--- src/rtl/decimal_to_binary.sv ---
// ---------------------------------------------------------------------------
// decimal_to_binary
//
// Purpose:
//    Sequential BCD-to-binary converter. It is the inverse of the scope's
//    binary-to-decimal display path. A packed N_DIGITS BCD value, typically
//    typed in for the trigger level, offset or timebase, becomes a binary
//    word plus an ADC-range code. The trigger and measurement logic compares
//    that code against raw ADC samples.
//
//    The conversion is iterative and handles one digit per clock, most
//    significant digit first. The handshake is start/busy/done.
//
// Ports:
//    clk      in   1            system clock, rising edge
//    rst      in   1            synchronous reset, active-low
//    start    in   1            conversion request, only looked at in IDLE
//    bcd_in   in   4*N_DIGITS   packed BCD, most significant digit on top
//    busy     out  1            conversion in progress
//    done     out  1            one-cycle pulse, results valid from here on
//    bin_out  out  OUT_W        binary value of the captured BCD
//    adc_code out  ADC_W        ADC-range code derived from bin_out
//    ovf      out  1            bin_out above the ADC full-scale code
//    err      out  1            captured input had a nibble greater than 9
//
// Configuration:
//    DEC2BIN_SAT_EN  When defined, adc_code saturates at 2^ADC_W-1 and ovf
//                    flags the clip. When undefined, adc_code is a plain
//                    truncation of bin_out and ovf is tied low.
// ---------------------------------------------------------------------------
module decimal_to_binary #(
   parameter int N_DIGITS = 6,
   parameter int OUT_W    = 20,
   parameter int ADC_W    = 12
) (
   input  logic                  clk,
   input  logic                  rst,
   input  logic                  start,
   input  logic [4*N_DIGITS-1:0] bcd_in,
   output logic                  busy,
   output logic                  done,
   output logic [OUT_W-1:0]      bin_out,
   output logic [ADC_W-1:0]      adc_code,
   output logic                  ovf,
   output logic                  err
);

   localparam int CNT_W = (N_DIGITS > 1) ? $clog2(N_DIGITS) : 1;
   localparam logic [CNT_W-1:0] LAST_DIGIT = CNT_W'(N_DIGITS - 1);

   typedef enum logic {
      IDLE,
      CONV
   } state_t;

   state_t state_q;
   state_t state_d;

   logic [4*N_DIGITS-1:0] digits_q;
   logic [OUT_W-1:0]      acc_q;
   logic [OUT_W-1:0]      acc_d;
   logic [CNT_W-1:0]      cnt_q;
   logic                  errPend_q;
   logic                  errNext;
   logic                  lastDigit;
   logic                  done_q;
   logic [OUT_W-1:0]      binOut_q;
   logic [ADC_W-1:0]      adcCode_q;
   logic [ADC_W-1:0]      adcCode_d;
   logic                  err_q;

   // Accept a request in IDLE. Leave CONV once the last digit has been
   // folded in, so the accumulation spends exactly N_DIGITS cycles in CONV.
   assign lastDigit = (cnt_q == LAST_DIGIT);

   // State register. Reset dominates a start on the same edge.
   always_ff @(posedge clk) begin
      if (!rst) begin
         state_q <= IDLE;
      end else begin
         state_q <= state_d;
      end
   end

   // Next-state logic. A start seen while converting is dropped, not queued.
   always_comb begin
      state_d = state_q;
      case (state_q)
         IDLE:    if (start) state_d = CONV;
         CONV:    if (lastDigit) state_d = IDLE;
         default: state_d = IDLE;
      endcase
   end

   // Output logic. busy follows the state directly, so it falls on the same
   // edge that raises the registered done pulse.
   always_comb begin
      busy = (state_q == CONV);
      done = done_q;
   end

   // Flag any nibble that is not a decimal digit. The check runs on the live
   // input and is kept only at the accepting edge.
   always_comb begin
      errNext = 1'b0;
      for (int i = 0; i < N_DIGITS; i++) begin
         if (bcd_in[4*i +: 4] > 4'd9) errNext = 1'b1;
      end
   end

   // One Horner step: acc*10 + top digit, with *10 built as (acc<<3)+(acc<<1).
   // OUT_W is chosen large enough that legal inputs never truncate.
   always_comb begin
      acc_d = (acc_q << 3) + (acc_q << 1)
            + {{(OUT_W-4){1'b0}}, digits_q[4*N_DIGITS-1 -: 4]};
   end

`ifdef DEC2BIN_SAT_EN
   localparam logic [OUT_W-1:0] ADC_MAX = OUT_W'((2 ** ADC_W) - 1);

   logic ovf_q;
   logic ovf_d;

   // Clip the final sum to the ADC full-scale code and remember that we did.
   always_comb begin
      ovf_d     = (acc_d > ADC_MAX);
      adcCode_d = ovf_d ? {ADC_W{1'b1}} : acc_d[ADC_W-1:0];
   end

   // The overflow flag is registered together with bin_out. It is forced
   // low when the captured input was not valid BCD.
   always_ff @(posedge clk) begin
      if (!rst) begin
         ovf_q <= 1'b0;
      end else if (state_q == CONV && lastDigit) begin
         ovf_q <= errPend_q ? 1'b0 : ovf_d;
      end
   end

   assign ovf = ovf_q;
`else
   // Without saturation the code is simply the low bits of the result.
   always_comb begin
      adcCode_d = acc_d[ADC_W-1:0];
   end

   assign ovf = 1'b0;
`endif

   // Datapath. In IDLE it captures a request. In CONV it walks the digits.
   // On the last digit it publishes the result, or zeros plus err when the
   // input held a non-decimal nibble. Results then hold until the next done.
   always_ff @(posedge clk) begin
      if (!rst) begin
         digits_q  <= '0;
         acc_q     <= '0;
         cnt_q     <= '0;
         errPend_q <= 1'b0;
         done_q    <= 1'b0;
         binOut_q  <= '0;
         adcCode_q <= '0;
         err_q     <= 1'b0;
      end else begin
         done_q <= 1'b0;
         case (state_q)
            IDLE: begin
               if (start) begin
                  digits_q  <= bcd_in;
                  acc_q     <= '0;
                  cnt_q     <= '0;
                  errPend_q <= errNext;
               end
            end
            CONV: begin
               acc_q    <= acc_d;
               digits_q <= digits_q << 4;
               cnt_q    <= cnt_q + 1'b1;
               if (lastDigit) begin
                  done_q <= 1'b1;
                  err_q  <= errPend_q;
                  if (errPend_q) begin
                     binOut_q  <= '0;
                     adcCode_q <= '0;
                  end else begin
                     binOut_q  <= acc_d;
                     adcCode_q <= adcCode_d;
                  end
               end
            end
            default: ;
         endcase
      end
   end

   assign bin_out  = binOut_q;
   assign adc_code = adcCode_q;
   assign err      = err_q;

endmodule
--- config.mk ---
export PLATFORM = sky130hd
export DESIGN_NAME = decimal_to_binary
export DESIGN_NICKNAME = d
export VERILOG_FILES = /design/src/rtl/decimal_to_binary.sv
export SDC_FILE = /design/constraint.sdc
export NUM_CORES = 1
export LEC_CHECK = 0
export BUFFER_PORTS_ARGS = -buffer_cell sky130_fd_sc_hd__buf_2
export CELL_PAD_IN_SITES_DETAIL_PLACEMENT = 1
export CELL_PAD_IN_SITES_GLOBAL_PLACEMENT = 1
export CORE_UTILIZATION = 42
export CTS_CLUSTER_SIZE = 8
export DETAILED_ROUTE_END_ITERATION = 12
export PLACE_DENSITY_LB_ADDON = 0.1
export SLEW_MARGIN = 20
export SYNTH_ARGS = -nofsm -noshare
export SYNTH_HDL_FRONTEND = slang
export SYNTH_SLANG_ARGS = --single-unit
--- constraint.sdc ---
create_clock -name clk -period 6.7 [get_ports clk]
set_input_delay 0 -clock clk [delete_from_list [all_inputs] [get_ports clk]]
set_output_delay 0 -clock clk [all_outputs]
set_load 0.05 [all_outputs]
==> Word level (Yosys, flattened, before mapping) <==
Cells that the tools add are included.
{ "totals": {"ff_bits": 82, "latchBits": 0, "ramBits": 0, "mem_bits_ro": 0, "in_bits": 27, "output_inout_bits": 36, "elab_cells": 42, "n_memories": 0} }
{ "classes": {"addsub": 3, "n_mul": 0, "div": 0, "order_cmp": 6, "eq_ne": 2, "shifts": 0, "mux": 18, "bitwise": 1, "n_reduce_logical": 3} }
{ "ops": {"columns": ["operator", "n"], "rows": [
  ["$pmux 24 s2", 1],
  ["$pmux 19 s2", 1],
  ["$gt 4x4->1 const B", 6],
  ["$mux 24", 1],
  ["$add 20x20->20", 1],
  ["$add 20x4->20", 1],
  ["$mux 20", 1],
  ["$mux 19", 1],
  ["$mux 12", 1],
  ["$mux 1", 9],
  ["$pmux 3 s2", 1],
  ["$reduce_and 2->1", 3],
  ["$add 3x1->3 const B", 1],
  ["$eq 3x3->1 const B", 1],
  ["$mux 3", 1],
  ["$ne 2x2->1 const B", 1],
  ["$pmux 1 s2", 1],
  ["$not 1->1", 1]
]} }

==> Depth between registers and ports, before layout <==
Gate-level depths: netlist (run 1).
{ "logic_depth": {"word_depth": 7, "ltp_mapped": 10, "mapped_depth_nobuf": 10} }

==> Least setup slack after synthesis (run 1) <==
OpenSTA, ideal clock, no wires.
{ "synth_timing": {"path_type": "register to register", "from": "reg digits_q[23]", "to": "reg acc_q[10]", "setup_time_ns": 0.117, "arrival_ns": 2.499, "t_required_ns": 6.583, "setup_slack_ns": 4.084, "stages_incl_launch_ff": 10, "path_buffers": 0, "period_less_slack_ns": 2.616, "cell_sequence": "dfxtp_1 -> inv_1 -> fa_1 -> fa_1 -> nor2b_4 -> o31a_1 -> o31a_1 -> o21a_1 -> or3_1 -> a32o_1"} }
{ "synth_via": {"elab_chain_cells": 2} }
{ "synth_lines": {"columns": ["element", "line", "rtl"], "rows": [
  ["from (decl)", "59", "logic [4*N_DIGITS-1:0] digits_q;"],
  ["from (signal assigned)", "168", "digits_q <= bcd_in;"],
  ["from (signal assigned)", "176", "digits_q <= digits_q << 4;"],
  ["$add 20x4->20", "115", "+ {{(OUT_W-4){1'b0}}, digits_q[4*N_DIGITS-1 -: 4]};"],
  ["$pmux 19 s2", "165", "case (state_q)"],
  ["to (signal assigned)", "156", "acc_q <= '0;"],
  ["to (signal assigned)", "169", "acc_q <= '0;"],
  ["to (signal assigned)", "175", "acc_q <= acc_d;"],
  ["to (decl)", "60", "logic [OUT_W-1:0] acc_q;"]
]} }
Every way passes these cells.
A chain may end at the register's enable or synchronous reset.

==> Final worst setup path (run 1) <==
{ "layout_timing": {"from": "reg acc_q[2]", "to": "reg binOut_q[15], in the netlist bin_out[15]"} }
{ "layout_via": {"elab_chain_cells": 3} }
{ "layout_lines": {"columns": ["element", "line", "rtl"], "rows": [
  ["$add 20x20->20", "114", "acc_d = (acc_q << 3) + (acc_q << 1)"],
  ["$add 20x4->20", "115", null],
  ["$mux 20", "181", "if (errPend_q) begin"],
  ["to (signal assigned)", "160", "binOut_q <= '0;"],
  ["to (signal assigned)", "182", "binOut_q <= '0;"],
  ["to (signal assigned)", "185", "binOut_q <= acc_d;"],
  ["to (decl)", "67", "logic [OUT_W-1:0] binOut_q;"]
]} }
Every way passes these cells.

==> results of run 1 <==
-- power by group through the flow --
stage / Sequential [W] / Clock [W] / Combinational (W)
global placement: 0.000454 / 0 / 0.0000852
global route: 0.000446 / 0.000492 / 0.000102
detailed placement: 0.000454 / 0 / 0.0000871
floorplan: 0.000448 / 0 / 0.0000655
CTS: 0.000445 / 0.000473 / 0.0000925
finish: 0.000444 / 0.000465 / 0.0000909
-- Yosys cell counts (4+ instances only) --
cell type                  number
sky130_fd_sc_hd__dfxtp_1       70
sky130_fd_sc_hd__nand2_1       38
sky130_fd_sc_hd__ha_1          36
sky130_fd_sc_hd__mux2i_1       25
sky130_fd_sc_hd__a22o_1        21
sky130_fd_sc_hd__o21ai_0       21
sky130_fd_sc_hd__o211a_1       20
sky130_fd_sc_hd__a21oi_1       19
sky130_fd_sc_hd__nor2_1        16
sky130_fd_sc_hd__clkbuf_1      15
sky130_fd_sc_hd__buf_4         13
sky130_fd_sc_hd__nor2b_1       12
sky130_fd_sc_hd__o21a_1        11
sky130_fd_sc_hd__xnor2_1       11
sky130_fd_sc_hd__inv_1          9
sky130_fd_sc_hd__nor3b_1        7
sky130_fd_sc_hd__a21o_1         6
sky130_fd_sc_hd__and2_1         5
sky130_fd_sc_hd__buf_1          5
sky130_fd_sc_hd__nor3_1         5
sky130_fd_sc_hd__or3_1          5
sky130_fd_sc_hd__o211ai_1       4
-- cell families (layout without fill, tap and decap cells) --
logic type               after synthesis  in the layout
AO/OA/AOI/OAI                        125            125
adder cells (fa/ha/maj)               38             38
other                                  1              1
AND/OR/NAND/NOR                       98             98
flip-flops                            70             70
multiplexers                          25             25
buffers and inverters                 45             99
XOR/XNOR                              14             14
-- sequential cells by signal, indices dropped and copies added (netlist names) --
| signal | cells |
|---|---|
| digits_q | 24 |
| bin_out | 20 |
| acc_q | 19 |
| cnt_q | 3 |
| busy | 1 |
| done | 1 |
| err | 1 |
| errPend_q | 1 |
-- critical path: cells and delay by family (launching register included) --
family	cells	cell delay, ns
DFF	1	0.35
xor gates and xnor gates	1	0.18
adders and majority gates	2	0.85
AOI/OAI and AO/OA	4	1.07
buffers and inverters	2	0.14
and+or+nand+nor	1	0.11
-- final cells by class --
cell class,instances,area (um^2)
inverters,10,37.5
flip-flops and latches,70,1400
well taps,108,135
repair buffers,73,420
clock buffers,9,124
clock inverters,7,143
multi-input cells,301,2290
fillers,1035,4290
-- placed cells by master (no fill, tap or decap), types with 3 or more instances in the layout --
master,Yosys,final
sky130_fd_sc_hd__a21o_1,6,6
sky130_fd_sc_hd__nor3_1,5,4
sky130_fd_sc_hd__or3_1,5,5
sky130_fd_sc_hd__and2_1,5,5
sky130_fd_sc_hd__inv_1,9,9
sky130_fd_sc_hd__bufinv_16,0,4
sky130_fd_sc_hd__o21a_1,11,11
sky130_fd_sc_hd__nor2_1,16,16
sky130_fd_sc_hd__mux2i_1,25,25
sky130_fd_sc_hd__o211ai_1,4,4
sky130_fd_sc_hd__dfxtp_1,70,70
sky130_fd_sc_hd__dlygate4sd3_1,0,10
sky130_fd_sc_hd__ha_1,36,36
sky130_fd_sc_hd__clkbuf_8,0,9
sky130_fd_sc_hd__a211oi_1,3,3
sky130_fd_sc_hd__a21oi_1,19,19
sky130_fd_sc_hd__o21ai_0,21,21
sky130_fd_sc_hd__nand3_1,3,3
sky130_fd_sc_hd__xnor2_1,11,11
sky130_fd_sc_hd__xor2_1,3,3
sky130_fd_sc_hd__buf_2,2,61
sky130_fd_sc_hd__nand2b_1,3,3
sky130_fd_sc_hd__a22o_1,21,21
sky130_fd_sc_hd__nor3b_1,7,7
sky130_fd_sc_hd__nor2b_1,12,12
sky130_fd_sc_hd__nand2_1,38,38
sky130_fd_sc_hd__o211a_1,20,20
sky130_fd_sc_hd__a32oi_1,3,3
-- metrics by stage --
step | setup WS [ns] | area (um^2) | hold WS [ns]
3_5_place_dp | 3.89 | 4190 | 0.260
6_report | 3.91 | 4560 | 0.00978
4_1_cts | 3.87 | 4560 | 0.00174
2_1_floorplan | 4.08 | 3910 | 0.147
5_1_grt | 3.68 | 4560 | 0.0118
3_3_place_gp | 3.98 | 4190 | 0.253
-- metal layers --
metal	wire [um]	GRT usage, %	up-vias
met4	96	6.31	0
met3	280	4.40	6
met5	0	0	-
met2	4730	37.4	51
li1	-	-	1599
met1	4540	26.3	1536
-- final timing paths --
kind              cells after the start                startpoint                         to  slack, ns
setup / recovery                     10     acc_q[2]$_SDFFE_PN0P_   bin_out[15]$_SDFFE_PN0P_       3.91
hold / removal                        4                bcd_in[11]  digits_q[11]$_SDFFE_PN0P_       0.01
setup reg to reg                     10     acc_q[2]$_SDFFE_PN0P_   bin_out[15]$_SDFFE_PN0P_       3.91
hold reg to reg                       1  bin_out[13]$_SDFFE_PN0P_   bin_out[13]$_SDFFE_PN0P_       0.47
-- repair_timing --
action	CTS	global route
endpoints found under the hold margin	10	0
hold buffers	10	0
endpoints found under the setup margin	0	0
resized for setup	0	0
==> flow_summary.toml, run 1 <==
[status]
outcome = "finished, final reports clean"

[pwr]
power.share.combinational_pct = 9.1
p_switching_w = 0.000241
p_seq_share_pct = 44.4
internal_power_w = 0.000758
switching_share_pct = 24.1
clock_power_share_pct = 46.5
power.total_w = 0.00100
total_leakage_power_nw = 2.32
vdd_drop_max_uv = 120
total_power_density_per_cell_area_mw_per_mm2 = 219

[synth]
combinational_family_with_the_most_area_after_synthesis = "compound AO/OA/AOI/OAI gates"
yosysWarnings = 0
syn_avg_cell_area_um2 = 9.40
synth_compound_area_share_pct = 24.0
ys_async_sr_fraction_pct = 0
synth_seq_cells = 70
synthFlopType = "sky130_fd_sc_hd__dfxtp_1"
synth_largest_area_cell = "sky130_fd_sc_hd__dfxtp_1"
syn-cell-area_mm2 = 0.00391
postSynthNetCount = 481
synth_sequential_area_ratio_pct = 35.8
ys_types = 46
synth_fa_ha_area_share_pct = 12.5
syn-instance-count = 416
yosys-top-cells-area = "sky130_fd_sc_hd__dfxtp_1, sky130_fd_sc_hd__ha_1, sky130_fd_sc_hd__mux2i_1, sky130_fd_sc_hd__o211a_1, sky130_fd_sc_hd__a22o_1"
synthXorXnorAreaFrac_pct = 3.13
synth.top_cell.area_share_pct = 35.8
simple_logic_cell_fraction_of_the_synthesized_area_pct = 12.4
synth_mux_area_share_pct = 6.40
synth_enable_flop_cells = 0

[setup_path]
worstSetupStartpointType = "register"
library_cell_appearing_most_often_on_the_critical_path = "sky130_fd_sc_hd__inv_1"
timing.critical_path.required_ns = 6.95
endpoint_kind = "register"
cp_slowest_cell = "sky130_fd_sc_hd__fa_1"
critical_path.max_fanout = 3
critPathMaxStageDelay_ns = 0.54
setup.worst_path.class = "register to register"
path_cells = "inv_1 > fa_1 > inv_1 > ha_1 > a211oi_1 > o21ai_1 > a41oi_1 > nand2_1 > xor2_1 > a22o_1"
critical_path_arrival_ns = 3.03

[sta]
worstMarginPinSlew_ns = 1.03
rsz0062_at_grt = "no"
final_max_slew_viol_count = 0
fin_worst_skew_ns = 0.0138
part_of_the_cycle_the_worst_path_needs_pct = 41.6
relSlewSlack_pct = 31.0
hold_viol_final = 0
setup-violations-final = 0
final.setup.tns_ns = 0
achievable_clock_frequency_mhz = 359
layout_min_cycle_time_ns = 2.79

[clock_network]
cts-root-to-sink-buffers = 2
cts_post_setup_buffers_inserted = 0
clk_pin_slew_worst_paths_ns = 0.09
numCtsBuffers = 9
cts_tree = "built"
ctsHtreeMaxLevel = 3
cts.root.buffer_cell = "sky130_fd_sc_hd__clkbuf_8"
clock_latency_ns = 0.35
clock_sink_count = 70

[finish]
post-route-util_pct = 51.5
layoutNonFillerInstCount = 578
antenna-diode-count = 0
syn2layout_area_growth_pct = 16.5
final_layout_size_suffix_gt1_share_pct = 18.3
final_net_count = 530

[drt]
wl_per_cell_um = 16.7
num_vias = 3192
route.antenna.remaining_nets = 0
average_via_count_per_standard_cell = 5.52
drcViolationCount = 0
totalWireLength_um = 9640
first_pass_iters = 6
detail_route.iter0.violations = 69

[floorplanning]
chipHeight_um = 98.5
die_area_mm2 = 0.00970
initial_core_util_pct = 44.2
floorplan.core_area_mm2 = 0.00885
row_cnt = 34
io_pins = 63
dieWidth_um = 98.5

[placement]
finalWeightedCongestion = 0.804
placed_cells = 552
count_of_buffers_inserted_at_the_top_level_ports = 61
detailed_placer_s_ending_hpwl_um = 6890

[global_routing]
global_route.overflow_total = 0
grtUsageTotal_pct = 21.3
grt_antenna_before_repair = 0
grt_max_degree = 46
number_of_global_route_vias_before_repair = 3246
wire_length_of_the_first_global_routing_pass_um = 16200

[flow_run]
max_cap_violations = 0

[worst_hold_path]
hold_class = "input port to register"
Note: power is estimated with default switching activity, not from simulation.
==> inputs of run 2 (changes only) <==
CORE_UTILIZATION = 39   (was 42)
clock period = 2.3 ns   (was 6.7 ns; I/O delays follow)
==> flow_summary.toml, run 2 (synthesized netlist as in run 1, its figures left out) <==
[status]
outcome = "complete, but fails checks"
failed_checks = "setup timing"

[setup_path]
critical_path.max_fanout = 3
setup.worst_path.class = "register to register"
ff2ff_setup_slack_ns = -0.36
endpoint_kind = "register"
timing.critical_path.required_ns = 2.56
worstSetupStartpointType = "register"
worstSetupEndpoint = "acc_q[10]$_SDFFE_PN0P_"
worstReg2RegEnd = "acc_q[10]$_SDFFE_PN0P_"
critical_path_arrival_ns = 2.92
launch_point_of_the_critical_path = "digits_q[23]$_SDFFE_PN0P_"
regToRegStartpoint = "digits_q[23]$_SDFFE_PN0P_"
ff2ff_path_depth = 9

[pwr]
vdd_drop_max_uv = 247
internal_power_w = 0.00194
total_power_density_per_cell_area_mw_per_mm2 = 527
total_leakage_power_nw = 2.56
power.share.combinational_pct = 12.4
p_switching_w = 0.000708
switching_share_pct = 26.7
p_seq_share_pct = 48.5
clock_power_share_pct = 39.1

[sta]
setup_ws_ns = -0.363
part_of_the_cycle_the_worst_path_needs_pct = 116
hold_viol_final = 0
worstMarginPinSlew_ns = 0.924
final_max_slew_viol_count = 0
final.setup.tns_ns = -4.62
layout_min_cycle_time_ns = 2.66
setup-violations-final = 25
rsz0062_at_grt = "yes"
achievable_clock_frequency_mhz = 375
fin_worst_hold_slack_ns = 0.0114
fin_worst_skew_ns = 0.0176
relSlewSlack_pct = 38.4

[finish]
top_register = "digits_q"
final_net_count = 576
syn2layout_area_growth_pct = 28.5
post-route-util_pct = 51.7
final_layout_size_suffix_gt1_share_pct = 28.7
number_of_flip_flops_in_the_largest_register = 24
layout_common_cells = "sky130_fd_sc_hd__dfxtp_1, sky130_fd_sc_hd__buf_2, sky130_fd_sc_hd__buf_4"
layout.cells.most_common = "sky130_fd_sc_hd__dfxtp_1"
antenna-diode-count = 0

[global_routing]
grt_antenna_before_repair = 1
met2_usage_pct = 37.9
met3_track_demand_over_resource_pct = 3.69
global_route.overflow_total = 0
grt_most_used_layer = "met2"
met1_use_gr_pct = 24.5
grtUsageTotal_pct = 21.3
wire_length_of_the_first_global_routing_pass_um = 16800
number_of_global_route_vias_before_repair = 3392
grt_max_degree = 46

[clock_network]
cts.root.buffer_cell = "sky130_fd_sc_hd__clkbuf_8"
numCtsBuffers = 9
clock_sink_count = 70
clock_latency_ns = 0.37
cts-root-to-sink-buffers = 2
ctsHtreeMaxLevel = 3
cts_tree = "built"
clk_pin_slew_worst_paths_ns = 0.08

[drt]
wl_per_cell_um = 16.0
num_vias = 3396
totalWireLength_um = 10400
detail_route.iter0.violations = 44
route.antenna.remaining_nets = 0
drcViolationCount = 0
first_pass_iters = 4
average_via_count_per_standard_cell = 5.23

[floorplanning]
chipHeight_um = 102
io_pins = 63
row_cnt = 36
die_area_mm2 = 0.0104
initial_core_util_pct = 40.2
dieWidth_um = 102
floorplan.core_area_mm2 = 0.00973

[placement]
detailed_placer_s_ending_hpwl_um = 7670
count_of_buffers_inserted_at_the_top_level_ports = 61
pre_cts_slack_ns = -0.324
finalWeightedCongestion = 0.812

[flow_run]
max_cap_violations = 0

[worst_hold_path]
hold_class = "input port to register"
-- run 2: cell count changes in the layout (fill, tap and decap cells not counted), moves of 3 or more --
cell,delta
sky130_fd_sc_hd__buf_6,+3
sky130_fd_sc_hd__bufinv_16,-3
sky130_fd_sc_hd__o21ai_1,+4
sky130_fd_sc_hd__a21oi_1,-3
sky130_fd_sc_hd__dfxtp_1,-4
sky130_fd_sc_hd__dfxtp_2,+4
sky130_fd_sc_hd__dlygate4sd3_1,+5
sky130_fd_sc_hd__o21ai_0,-5
sky130_fd_sc_hd__buf_4,+38
-- run 2: power groups by stage --
stage               Sequential, W  Combinational (W)  Clock [W]
floorplan                 0.00131           0.000194          0
global placement          0.00131           0.000292          0
detailed placement        0.00131           0.000303          0
CTS                       0.00129           0.000328    0.00107
global route              0.00129           0.000363    0.00112
finish                    0.00129           0.000328    0.00104
-- run 2: how the worst min path moves through the flow --
| stage | startpoint | end | slack [ns] | cells past startpoint |
|---|---|---|---|---|
| floorplan | bcd_in[0] | digits_q[0]$_SDFFE_PN0P_ | 0.15 | 2 |
| global placement | bcd_in[0] | digits_q[0]$_SDFFE_PN0P_ | 0.24 | 3 |
| detailed placement | bcd_in[0] | digits_q[0]$_SDFFE_PN0P_ | 0.25 | 3 |
| CTS | bcd_in[14] | digits_q[14]$_SDFFE_PN0P_ | 0.0002 | 4 |
| global route | bcd_in[19] | digits_q[19]$_SDFFE_PN0P_ | 0.03 | 4 |
| finish | bcd_in[10] | digits_q[10]$_SDFFE_PN0P_ | 0.01 | 4 |
-- run 2: through the flow --
step           area [um^2]  power, W  std cells
4_1_cts               4950   0.00268        644
6_report              5030   0.00265        649
3_3_place_gp          4510   0.00160        613
3_5_place_dp          4510   0.00162        613
5_1_grt               5030   0.00277        649
2_1_floorplan         3940   0.00150        416
-- run 2: worst max-delay path, stage by stage, from the launching register on --
cell	delay, ns
sky130_fd_sc_hd__dfxtp_2	0.33
sky130_fd_sc_hd__inv_2	0.04
sky130_fd_sc_hd__fa_1	0.58
sky130_fd_sc_hd__fa_2	0.25
sky130_fd_sc_hd__nor2b_4	0.04
sky130_fd_sc_hd__o31a_1	0.28
sky130_fd_sc_hd__o31a_1	0.29
sky130_fd_sc_hd__o21a_1	0.19
sky130_fd_sc_hd__or3_1	0.31
sky130_fd_sc_hd__a32o_1	0.26
-- run 2: per-layer routing --
layer	up-vias	wire length [um]
met5	-	17
met4	2	289
met3	23	285
met2	57	5260
met1	1622	4550
li1	1692	-
-- run 2: cell type report --
type	instances	area, um^2
Tap cell	133	166
Clock inverter	5	58.8
Inverter	10	37.5
Fill cell	1163	4700
Timing Repair Buffer	119	790
Clock buffer	11	141
Multi-Input combinational cell	301	2430
Sequential cell	70	1410
-- run 2: repair_timing --
action | 4_1_cts | 5_1_grt
hold endpoints to repair | 15 | 0
gates resized for setup | 19 | 11
buffers inserted | 0 | 5
setup endpoints to repair | 24 | 25
pin swaps | 6 | 9
hold buffers | 15 | 0
==> inputs of run 3 (changes only) <==
HOLD_SLACK_MARGIN = 0.02   (was default)
==> flow_summary.toml, run 3 (synthesized netlist as in run 1, its figures left out) <==
[finish]
antenna-diode-count = 0
number_of_flip_flops_in_the_largest_register = 24
layout_common_cells = "sky130_fd_sc_hd__dfxtp_1, sky130_fd_sc_hd__buf_2, sky130_fd_sc_hd__buf_4"
layout.cells.most_common = "sky130_fd_sc_hd__dfxtp_1"
post-route-util_pct = 52.4
final_layout_size_suffix_gt1_share_pct = 28.3
final_net_count = 583
syn2layout_area_growth_pct = 30.3
top_register = "digits_q"

[drt]
num_vias = 3452
detail_route.iter0.violations = 51
wl_met3_um = 308
totalWireLength_um = 10800
first_pass_iters = 4
average_via_count_per_standard_cell = 5.26
dr_wl_met2_um = 5520
detail_route.wirelength.met1_um = 4610
maxUsedRoutingLayer = "met5"
wl_per_cell_um = 16.4
route.antenna.remaining_nets = 0
drcViolationCount = 0

[sta]
final_max_slew_viol_count = 0
setup_ws_ns = -0.359
setup-violations-final = 25
relSlewSlack_pct = 38.5
layout_min_cycle_time_ns = 2.66
part_of_the_cycle_the_worst_path_needs_pct = 116
achievable_clock_frequency_mhz = 376
hold_viol_final = 0
fin_worst_hold_slack_ns = 0.0340
rsz0062_at_grt = "yes"
worstMarginPinSlew_ns = 0.922
fin_worst_skew_ns = 0.0175

[global_routing]
wire_length_of_the_first_global_routing_pass_um = 17300
grt_antenna_before_repair = 1
grt_max_degree = 46
number_of_global_route_vias_before_repair = 3468
grtUsageTotal_pct = 22.0
global_route.overflow_total = 0

[floorplanning]
io_pins = 63
initial_core_util_pct = 40.2
dieWidth_um = 102
row_cnt = 36
floorplan.core_area_mm2 = 0.00973
chipHeight_um = 102
die_area_mm2 = 0.0104

[pwr]
total_leakage_power_nw = 2.59
vdd_drop_max_uv = 241
total_power_density_per_cell_area_mw_per_mm2 = 523

[clock_network]
clk_pin_slew_worst_paths_ns = 0.08
clock_sink_count = 70
cts-root-to-sink-buffers = 2
clock_latency_ns = 0.37
numCtsBuffers = 9
ctsHtreeMaxLevel = 3
cts.root.buffer_cell = "sky130_fd_sc_hd__clkbuf_8"
cts_tree = "built"

[placement]
count_of_buffers_inserted_at_the_top_level_ports = 61
detailed_placer_s_ending_hpwl_um = 7670
finalWeightedCongestion = 0.812

[status]
failed_checks = "setup timing"
outcome = "complete, but fails checks"

[setup_path]
timing.critical_path.required_ns = 2.56
critical_path_arrival_ns = 2.92
worstSetupStartpointType = "register"
endpoint_kind = "register"
critical_path.max_fanout = 3
ff2ff_path_depth = 9
setup.worst_path.class = "register to register"

[flow_run]
max_cap_violations = 0

[worst_hold_path]
hold_class = "input port to register"
hold_depth = 4
run 3: repair_timing:
action | 4_1_cts | 5_1_grt
pin swaps | 6 | 9
hold buffers | 22 | 0
gates resized for setup | 19 | 11
buffers inserted | 0 | 5
hold endpoints to repair | 22 | 0
setup endpoints to repair | 24 | 25
run 3: power by group:
part           switching, W  internal (W)
Sequential        0.0000314       0.00126
Combinational      0.000177      0.000163
Clock              0.000507      0.000531
Total              0.000715       0.00195
run 3: path summary, 6_finish.rpt:
| kind | from | end | slack [ns] |
|---|---|---|---|
| setup / recovery | digits_q[23]$_SDFFE_PN0P_ | acc_q[10]$_SDFFE_PN0P_ | -0.36 |
| hold / removal | bcd_in[17] | digits_q[17]$_SDFFE_PN0P_ | 0.03 |
| setup reg to reg | digits_q[23]$_SDFFE_PN0P_ | acc_q[10]$_SDFFE_PN0P_ | -0.36 |
| hold reg to reg | bin_out[17]$_SDFFE_PN0P_ | bin_out[17]$_SDFFE_PN0P_ | 0.45 |
run 3: final cells by class:
class / instances / area (um^2)
inverters: 10 / 37.5
repair buffers: 126 / 860
multi-input cells: 301 / 2430
flip-flops and latches: 70 / 1410
clock buffers: 11 / 141
fillers: 1157 / 4630
well taps: 133 / 166
clock inverters: 5 / 58.8
run 3: worst max-delay path: stages (launching register included):
cell and delay (ns):
sky130_fd_sc_hd__dfxtp_2 0.33, sky130_fd_sc_hd__inv_2 0.04, sky130_fd_sc_hd__fa_1 0.58, sky130_fd_sc_hd__fa_2 0.25, sky130_fd_sc_hd__nor2b_4 0.04, sky130_fd_sc_hd__o31a_1 0.28
sky130_fd_sc_hd__o31a_1 0.29, sky130_fd_sc_hd__o21a_1 0.19, sky130_fd_sc_hd__or3_1 0.31, sky130_fd_sc_hd__a32o_1 0.26
run 3: through the flow:
stage / setup TNS, ns / instance area, um^2 / power, W / setup WS (ns) / cells
floorplan: -0.567 / 3940 / 0.00150 / -0.270 / 416
global placement: -3.88 / 4510 / 0.00160 / -0.249 / 613
detailed placement: -5.08 / 4510 / 0.00162 / -0.324 / 613
CTS: -4.25 / 5020 / 0.00269 / -0.333 / 651
global route: -7.00 / 5100 / 0.00279 / -0.456 / 656
finish: -4.53 / 5100 / 0.00267 / -0.359 / 656
run 3: routing by layer:
layer  up-vias  global-route usage (%)
li1       1704                       -
met5         -                       0
met1      1657                    24.9
met2        61                    39.1
met3        28                    4.04
met4         2                    11.6
